$ cat src/rtl/wbuf_recv.sv
// wbuf_recv: packs the weight byte stream read from SRAM into LANES-byte
// words for the PE array. Bytes are steered by the lane index that came with
// the read strobe, which is delayed to line up with the SRAM read data. A
// finished group goes into a two-entry queue: an output register plus a skid
// register. The queue drains through a valid/ready handshake.
module wbuf_recv #(
  parameter int DW     = 8,
  parameter int LANES  = 8,
  parameter int RD_LAT = 1
) (
  input  logic                CLK,
  input  logic                RSTL,
  input  logic                WBUF_EN,
  input  logic [2:0]          cnt,
  input  logic [DW-1:0]       RDATA,
  input  logic                W_READY,
  output logic [DW*LANES-1:0] W_OUT,
  output logic                W_VALID,
  output logic [7:0]          GRP_CNT,
  output logic                OVF,
  output logic                MISS,
  output logic                BUSY
);

  // The lane index is exactly 3 bits wide, so LANES has to be 8.
  localparam int IW = 3;

  // Delay line that aligns each strobe and its lane index with RDATA.
  logic [RD_LAT-1:0]         en_pipe_q;
  logic [RD_LAT-1:0][IW-1:0] idx_pipe_q;
  logic                      cap_en;
  logic [IW-1:0]             cap_idx;

  // Fill register and lane mask for the group being assembled.
  logic [LANES-1:0][DW-1:0]  fill_q, fill_d;
  logic [LANES-1:0]          mask_q, mask_d;

  // The group as it would look with this cycle's byte merged in.
  logic [LANES-1:0][DW-1:0]  grp_word;
  logic [LANES-1:0]          grp_mask;
  logic                      complete;

  // Output register, skid register and status.
  logic [LANES-1:0][DW-1:0]  out_q, out_d;
  logic                      out_valid_q, out_valid_d;
  logic [LANES-1:0][DW-1:0]  skid_q, skid_d;
  logic                      skid_full_q, skid_full_d;
  logic [7:0]                grp_cnt_q, grp_cnt_d;
  logic                      ovf_q, ovf_d;
  logic                      miss_q, miss_d;
  logic                      drain;
  logic                      out_free;

  // Shift the strobe and lane index down the delay line. The line keeps
  // running whatever the queue is doing, because the SRAM will return the
  // data anyway.
  always_ff @(posedge CLK) begin
    if (RSTL) begin
      en_pipe_q  <= '0;
      idx_pipe_q <= '0;
    end else begin
      en_pipe_q[0]  <= WBUF_EN;
      idx_pipe_q[0] <= cnt;
      for (int i = 1; i < RD_LAT; i++) begin
        en_pipe_q[i]  <= en_pipe_q[i-1];
        idx_pipe_q[i] <= idx_pipe_q[i-1];
      end
    end
  end

  assign cap_en  = en_pipe_q[RD_LAT-1];
  assign cap_idx = idx_pipe_q[RD_LAT-1];

  // Merge the arriving byte into the fill register. The last lane closes
  // the group, and fill and mask restart from zero on that same edge, so
  // lanes that are never written in the next group read as zero.
  always_comb begin
    grp_word = fill_q;
    grp_mask = mask_q;
    complete = 1'b0;
    fill_d   = fill_q;
    mask_d   = mask_q;
    if (cap_en) begin
      grp_word[cap_idx] = RDATA;
      grp_mask[cap_idx] = 1'b1;
      if (cap_idx == IW'(LANES - 1)) begin
        complete = 1'b1;
        fill_d   = '0;
        mask_d   = '0;
      end else begin
        fill_d = grp_word;
        mask_d = grp_mask;
      end
    end
  end

  // Queue control. The skid entry is older than any group completing now,
  // so it always moves into the output register first. A new group lands
  // in the skid only when the skid will be empty after this edge.
  // Otherwise the group is dropped and flagged.
  always_comb begin
    drain       = out_valid_q & W_READY;
    out_free    = ~out_valid_q | drain;
    out_d       = out_q;
    out_valid_d = out_valid_q;
    skid_d      = skid_q;
    skid_full_d = skid_full_q;
    grp_cnt_d   = grp_cnt_q;
    ovf_d       = ovf_q;
    miss_d      = miss_q | (complete & ~(&grp_mask));

    if (out_free) begin
      if (skid_full_q) begin
        out_d       = skid_q;
        out_valid_d = 1'b1;
        grp_cnt_d   = grp_cnt_q + 8'd1;
        skid_full_d = complete;
        if (complete) begin
          skid_d = grp_word;
        end
      end else if (complete) begin
        out_d       = grp_word;
        out_valid_d = 1'b1;
        grp_cnt_d   = grp_cnt_q + 8'd1;
      end else begin
        out_valid_d = 1'b0;
      end
    end else if (complete) begin
      if (!skid_full_q) begin
        skid_d      = grp_word;
        skid_full_d = 1'b1;
      end else begin
        ovf_d = 1'b1;
      end
    end
  end

  // Register the fill state, the queue and the sticky flags. Reset drops
  // any group that is partly assembled or waiting in the queue.
  always_ff @(posedge CLK) begin
    if (RSTL) begin
      fill_q      <= '0;
      mask_q      <= '0;
      out_q       <= '0;
      out_valid_q <= 1'b0;
      skid_q      <= '0;
      skid_full_q <= 1'b0;
      grp_cnt_q   <= 8'd0;
      ovf_q       <= 1'b0;
      miss_q      <= 1'b0;
    end else begin
      fill_q      <= fill_d;
      mask_q      <= mask_d;
      out_q       <= out_d;
      out_valid_q <= out_valid_d;
      skid_q      <= skid_d;
      skid_full_q <= skid_full_d;
      grp_cnt_q   <= grp_cnt_d;
      ovf_q       <= ovf_d;
      miss_q      <= miss_d;
    end
  end

  assign W_OUT   = out_q;
  assign W_VALID = out_valid_q;
  assign GRP_CNT = grp_cnt_q;
  assign OVF     = ovf_q;
  assign MISS    = miss_q;
  assign BUSY    = (|en_pipe_q) | (|mask_q) | skid_full_q;

endmodule

$ cat config.mk
export PLATFORM = sky130hd
export DESIGN_NAME = wbuf_recv
export DESIGN_NICKNAME = d
export VERILOG_FILES = /design/src/rtl/wbuf_recv.sv
export SDC_FILE = /design/constraint.sdc
export NUM_CORES = 1
export LEC_CHECK = 0
export CORE_ASPECT_RATIO = 1.1
export CORE_MARGIN = 4
export CORE_UTILIZATION = 36
export DETAILED_ROUTE_END_ITERATION = 6
export GPL_ROUTABILITY_DRIVEN = 1
export PLACE_DENSITY_LB_ADDON = 0.15
export SYNTH_ARGS = -nofsm -noshare
export SYNTH_HDL_FRONTEND = slang
export SYNTH_SLANG_ARGS = --single-unit
$ cat constraint.sdc
create_clock -name CLK -period 1.8 [get_ports CLK]
set_clock_uncertainty 0.2 [all_clocks]
set_input_delay 0.45 -clock CLK [delete_from_list [all_inputs] [get_ports CLK]]
set_output_delay 0.45 -clock CLK [all_outputs]
set_load 0.005 [all_outputs]
# Yosys cells after proc, flatten, opt, wreduce, memory -nomap -nowiden
# Cells that the tools add are included.
classes:
  magnitude_cmp: 2
  n_reduce_logical: 8
  mul: 0
  n_shift: 0
  n_eq_ne: 4
  div_mod_pow: 0
  mux: 24
  add_sub_neg: 1
  n_bitwise: 10
op_table:
  columns: ["operator", "count"]
  rows:
  - ["$mux W64", 8]
  - ["$bwmux W64", 1]
  - ["$mux W8", 5]
  - ["$demux W8 S3", 1]
  - ["$add A8 B1 Y8 const B", 1]
  - ["$mux W1", 8]
  - ["$or A8 B8 Y8", 1]
  - ["$reduce_and A8 Y1", 1]
  - ["$reduce_or A8 Y1", 1]
  - ["$lt A3 B4 Y1 const B", 1]
  - ["$ne A2 B2 Y1 const B", 2]
  - ["$or A1 B1 Y1", 4]
  - ["$reduce_and A4 Y1", 1]
  - ["$reduce_bool A2 Y1", 2]
  - ["$demux W1 S3", 1]
  - ["$eq A3 B3 Y1 const B", 1]
  - ["$ge A3 B1 Y1 const B", 1]
  - ["$not A1 Y1", 3]
  - ["$reduce_and A3 Y1", 1]
  - ["$and A1 B1 Y1", 2]
  - ["$ne A2 B1 Y1 const B", 1]
  - ["$reduce_and A2 Y1", 1]
  - ["$logic_and A1 B1 Y1", 1]
totals:
  word_cells: 81
  ram_bits: 0
  mem_bits_ro: 0
  output_inout_bits: 76
  regBits: 216
  latchBits: 0
  input_bits: 15
  n_memories: 0

# Logic depth before layout (Yosys ltp)
logic_depth:
  ltp_word: 10
  ltp_mapped: 7
  depth_no_buf: 5

# Worst setup path after synthesis
# Ideal clock, no wire load.
synth_path:
  kind: "register to register"
  startpoint: "register idx_pipe_q (netlist bit cap_idx[2])"
  endpoint: "register out_q (netlist bit W_OUT[7])"
  path_stages_with_launch: 7
  arrival_time_ps: 1467
  required_ps: 1483
  synth_period_minus_slack_ps: 1784
  n_path_buf: 2
  setup_ps: 117
  setup_slack_ps: 16
  path_cell_list: "dfxtp_1 -> buf_6 -> nor4b_4 -> buf_6 -> mux2i_1 -> o21ai_0 -> a22o_1"
synth_via:
  elab_chain_cells: 8
  word_cells_on_any_way: 14
  classes_between: "order compare (2); eq/ne (1); mux (8); reduce/logical (3)"
synth_lines:
  columns: ["item", "line_no", "source"]
  rows:
  - ["start, declared", "30", "logic [RD_LAT-1:0][IW-1:0] idx_pipe_q;"]
  - ["start signal, assigned by index", "66", "idx_pipe_q[i] <= idx_pipe_q[i-1];"]
  - ["$lt A3 B4 Y1 (implied by the code) / $ge A3 B1 Y1 (equally long branches)", "84", "grp_word[cap_idx] = RDATA;"]
  - ["$logic_and A1 B1 Y1 (implied by the code)", "84", null]
  - ["$mux W8 (implied by the code)", "84", null]
  - ["$demux W8 S3", "84", null]
  - ["$bwmux W64", "84", null]
  - ["$mux W64", "83", "if (cap_en) begin"]
  - ["$mux W64", "121", "end else if (complete) begin"]
  - ["$mux W64", "113", "if (skid_full_q) begin"]
  - ["end signal, assigned", "154", "out_q <= out_d;"]
  - ["end, declared", "44", "logic [LANES-1:0][DW-1:0] out_q, out_d;"]
# Parallel ways exist; a longest one is shown, timed or not. The select of a mux whose other input is x is not followed.
# A chain may end at the register's enable or synchronous reset.

# Worst setup path in the final report
layout_path:
  startpoint: "register mask_q[2]"
  endpoint: "output port BUSY"
layout_via:
  elab_chain_cells: 3
layout_lines:
  columns: ["item", "line_no", "source"]
  rows:
  - ["start, declared", "36", "logic [LANES-1:0] mask_q, mask_d;"]
  - ["start signal, assigned", "153", "mask_q <= mask_d;"]
  - ["$reduce_or A8 Y1", "169", "assign BUSY = (|en_pipe_q) | (|mask_q) | skid_full_q;"]
  - ["$or A1 B1 Y1 (2 in a row)", "169", null]
  - ["end, declared", "22", "output logic BUSY"]
# No other way between the ends.

==> flow_summary_export.csv <==
group,metric,value,unit
outcome,status,"finished, violations left",
outcome,violations,"negative setup slack",
timing,worst_pin_slew,0.326,ns
routing,drc,0,
hold_path,hp-class,"register to register",
finish,post-route-util,59.4,%
logic_synthesis,ys_types,47,
cts,cts.htree.levels,1,
finish,multi_input_area,5050,um2
place,routabilityCongestion,0.789,
finish,seq_area,4230,um2
logic_synthesis,syn_avg_cell_area,9.29,um2
global_route,busiest_layer,"met2",
timing,min_period,2.07,ns
finish,nNetsFinal,1143,
routing,route.vias.total,7853,
setup_path,r2r_slack,-0.16,ns
floorplan,dieWidth,155,um
cts,cts.reportedPaths.clkPinSlew,0.06,ns
finish,drive_above_1_share,39.3,%
floorplan,num_rows,58,
setup_path,cp-end-kind,"output port",
global_route,gr-total-overflow,0,
cts,tritoncts,"built",
logic_synthesis,ys_async_sr_fraction,0,%
routing,wirelength,29100,um
routing,ant_nets,0,
logic_synthesis,syn_area,8570,um2
setup_path,arrival,1.42,ns
logic_synthesis,ys_seq_area_share,48.8,%
routing,drtIter0Drc,490,
floorplan,die_y,170,um
finish,synthToLayoutAreaGrowth,60.4,%
place,dp_slack,-0.519,ns
finish,antennaDiodeCount,0,
timing,rsz0062_at_grt,"true",
global_route,grt_pass1_wl,43800,um
cts,clk_latency,0.51,ns
timing,fmax,0.482,GHz
floorplan,ios,91,
global_route,globalRouteMet1Util,27.7,%
setup_path,worstPathRequired,1.15,ns
cts,ctsRootBufferMaster,"clkbuf_16",
logic_synthesis,synth_nets,938,
power,p_per_area,753,nW/um2
floorplan,coreArea,23100,um2
logic_synthesis,ys_ff_latch,209,
cts,cts_sinks,209,
job,cap_violations,0,
logic_synthesis,synth_edf_count,0,
timing,postLayoutSetupSlackWorst,-0.274,ns
place,io_buffers,90,
logic_synthesis,synth_ff_type,"dfxtp_1",
setup_path,crit_type,"register to output port",
global_route,grt_pass1_vias,7818,
setup_path,crit_path_start_kind,"register",
global_route,grtUsageMet3,3.09,%
timing,fin_crit_sh,115,%
routing,wl_per_cell,20.2,um
global_route,antenna_found_initial,0,
floorplan,start_util,37.0,%
global_route,grt_use_total,20.8,%
timing,hold_viol_final,0,
floorplan,die_area,26300,um2
logic_synthesis,synth_warnings,0,
global_route,use_met2,35.0,%
routing,dr.pass1.iters,5,
logic_synthesis,syn_inst,922,
global_route,grt_max_degree,57,
timing,relSlewSlack,78.1,%
place,place_hpwl,14800,um
cts,cts_made_buffers,24,
cts,hold_buffers,0,
timing,finalSetupViolations,73,
finish,nFillCells,1916,
timing,drv_slew,0,
power,p_leak,5.46,nW
routing,vias_per_cell,5.45,
cts,clockBufferDepth,3,
power,vdd_drop_max,0.437,mV
setup_path,crit_fanout,2,
per-stage QoR:
step | hold WS, ns | setup TNS (ns) | area (um2) | total power [mW] | instances
6_report | 0.272 | -6.28 | 13700 | 10.3 | 1441
5_1_grt | 0.282 | -13.14 | 13700 | 10.7 | 1441
4_1_cts | 0.273 | -12.95 | 12900 | 10.4 | 1433
3_5_place_dp | 0.252 | -55.64 | 10700 | 5.30 | 1343
3_3_place_gp | 0.243 | -52.57 | 10700 | 5.30 | 1343
2_1_floorplan | 0.229 | 0 | 8570 | 5.03 | 922
Yosys cell counts (all sizes together), types with 2 or more instances:
| cell | n | area share, % |
|---|---|---|
| a22o | 58 | 5.9 |
| mux2i | 59 | 7.2 |
| nor3 | 68 | 4.0 |
| a2bb2oi | 2 | 0.20 |
| buf | 74 | 5.2 |
| nor2b | 5 | 0.37 |
| nor4 | 5 | 0.37 |
| and2 | 2 | 0.15 |
| a21oi | 67 | 3.9 |
| dfxtp | 209 | 49 |
| nand2 | 65 | 2.8 |
| and4bb | 3 | 0.44 |
| nand4b | 3 | 0.66 |
| nor2 | 107 | 4.8 |
| o221a | 7 | 0.92 |
| o21ai | 66 | 3.9 |
| a31oi | 4 | 0.29 |
| xnor2 | 9 | 1.2 |
| a211oi | 57 | 5.0 |
| nand2b | 3 | 0.22 |
| clkbuf | 22 | 0.96 |
| nor4b | 2 | 0.38 |
| nand4 | 2 | 0.15 |
| nand3 | 13 | 0.76 |
layout by cell type, fill, tap and decap left out, types with 4 or more instances in the layout:
cell / n
o21ai_1: 19
nor2b_1: 4
nand2_1: 65
mux2i_1: 12
buf_12: 37
nor2_1: 97
nor3_1: 22
dfxtp_2: 16
xnor2_1: 7
clkbuf_1: 6
mux2i_2: 15
a31oi_1: 4
buf_8: 5
o21ai_0: 29
o221a_2: 7
buf_4: 65
a21oi_1: 67
buf_6: 56
clkbuf_16: 30
o21ai_2: 18
clkdlybuf4s50_1: 13
dfxtp_1: 187
clkbuf_8: 4
dfxtp_4: 6
a211oi_2: 52
a22o_1: 58
nor4_4: 4
nand3_1: 11
dlygate4sd2_1: 66
a211oi_1: 5
mux2i_4: 32
clkdlybuf4s15_1: 6
buf_16: 14
nor2_4: 7
nor3_2: 43
kinds of logic (layout without fill, tap and decap cells):
group,after synthesis,count (layout),share of synthesized area (%)
and+or+nand+nor,281,282,15.4
AOI/OAI and AO/OA,265,265,20.7
DFF,209,209,48.8
buffers and inverters,97,315,6.22
muxes,60,60,7.38
xor gates and xnor gates,9,9,1.23
adders and majority gates,1,1,0.146
sequential cells by signal, indices dropped and copies added (netlist names):
signal / count
OVF: 1
GRP_CNT: 8
skid_q: 64
W_VALID: 1
MISS: 1
fill_q: 57
cap_en: 1
cap_idx: 3
W_OUT: 64
mask_q: 8
skid_full_q: 1
worst max-delay path, cell delays in order, from the launching register on:
cell and delay, ns:
dfxtp_2 0.34, nor4_4 0.30, nand3_2 0.13, buf_2 0.15
where the power goes:
group	internal [mW]	total (mW)	switching [mW]
Clock	2.97	4.88	1.91
Sequential	4.65	4.68	0.0295
Combinational	0.384	0.784	0.400
Total	8.01	10.3	2.34
worst paths after layout:
| check | startpoint | endpoint | depth (start not counted) |
|---|---|---|---|
| max | mask_q[2] | BUSY | 3 |
| min | W_OUT[32] | W_OUT[32] | 1 |
| max reg2reg | cap_en | W_OUT[12] | 10 |
| min reg2reg | W_OUT[32] | W_OUT[32] | 1 |
area by class of cell:
| type | instances | share of cell area, % |
|---|---|---|
| Inverter | 1 | 0.0273 |
| Timing Repair Buffer | 274 | 24.0 |
| Clock buffer | 35 | 5.12 |
| Multi-Input combinational cell | 617 | 36.8 |
| Clock inverter | 5 | 0.555 |
| Tap cell | 300 | 2.73 |
| Sequential cell | 209 | 30.8 |
repair_timing:
item,4_1_cts,5_1_grt
resized for setup,282,170
pin swaps,98,66
setup buffers,38,12
endpoints found under the setup margin,269,202
cloned,17,6
endpoints found under the hold margin,0,0
metal layers:
metal / part of all wire, % / up-vias
met1: 44 / 3864
met4: 2.5 / 0
li1: - / 3769
met2: 49 / 187
met3: 4.8 / 33
met5: 0 / -
Power figures use the tool's default switching activity.
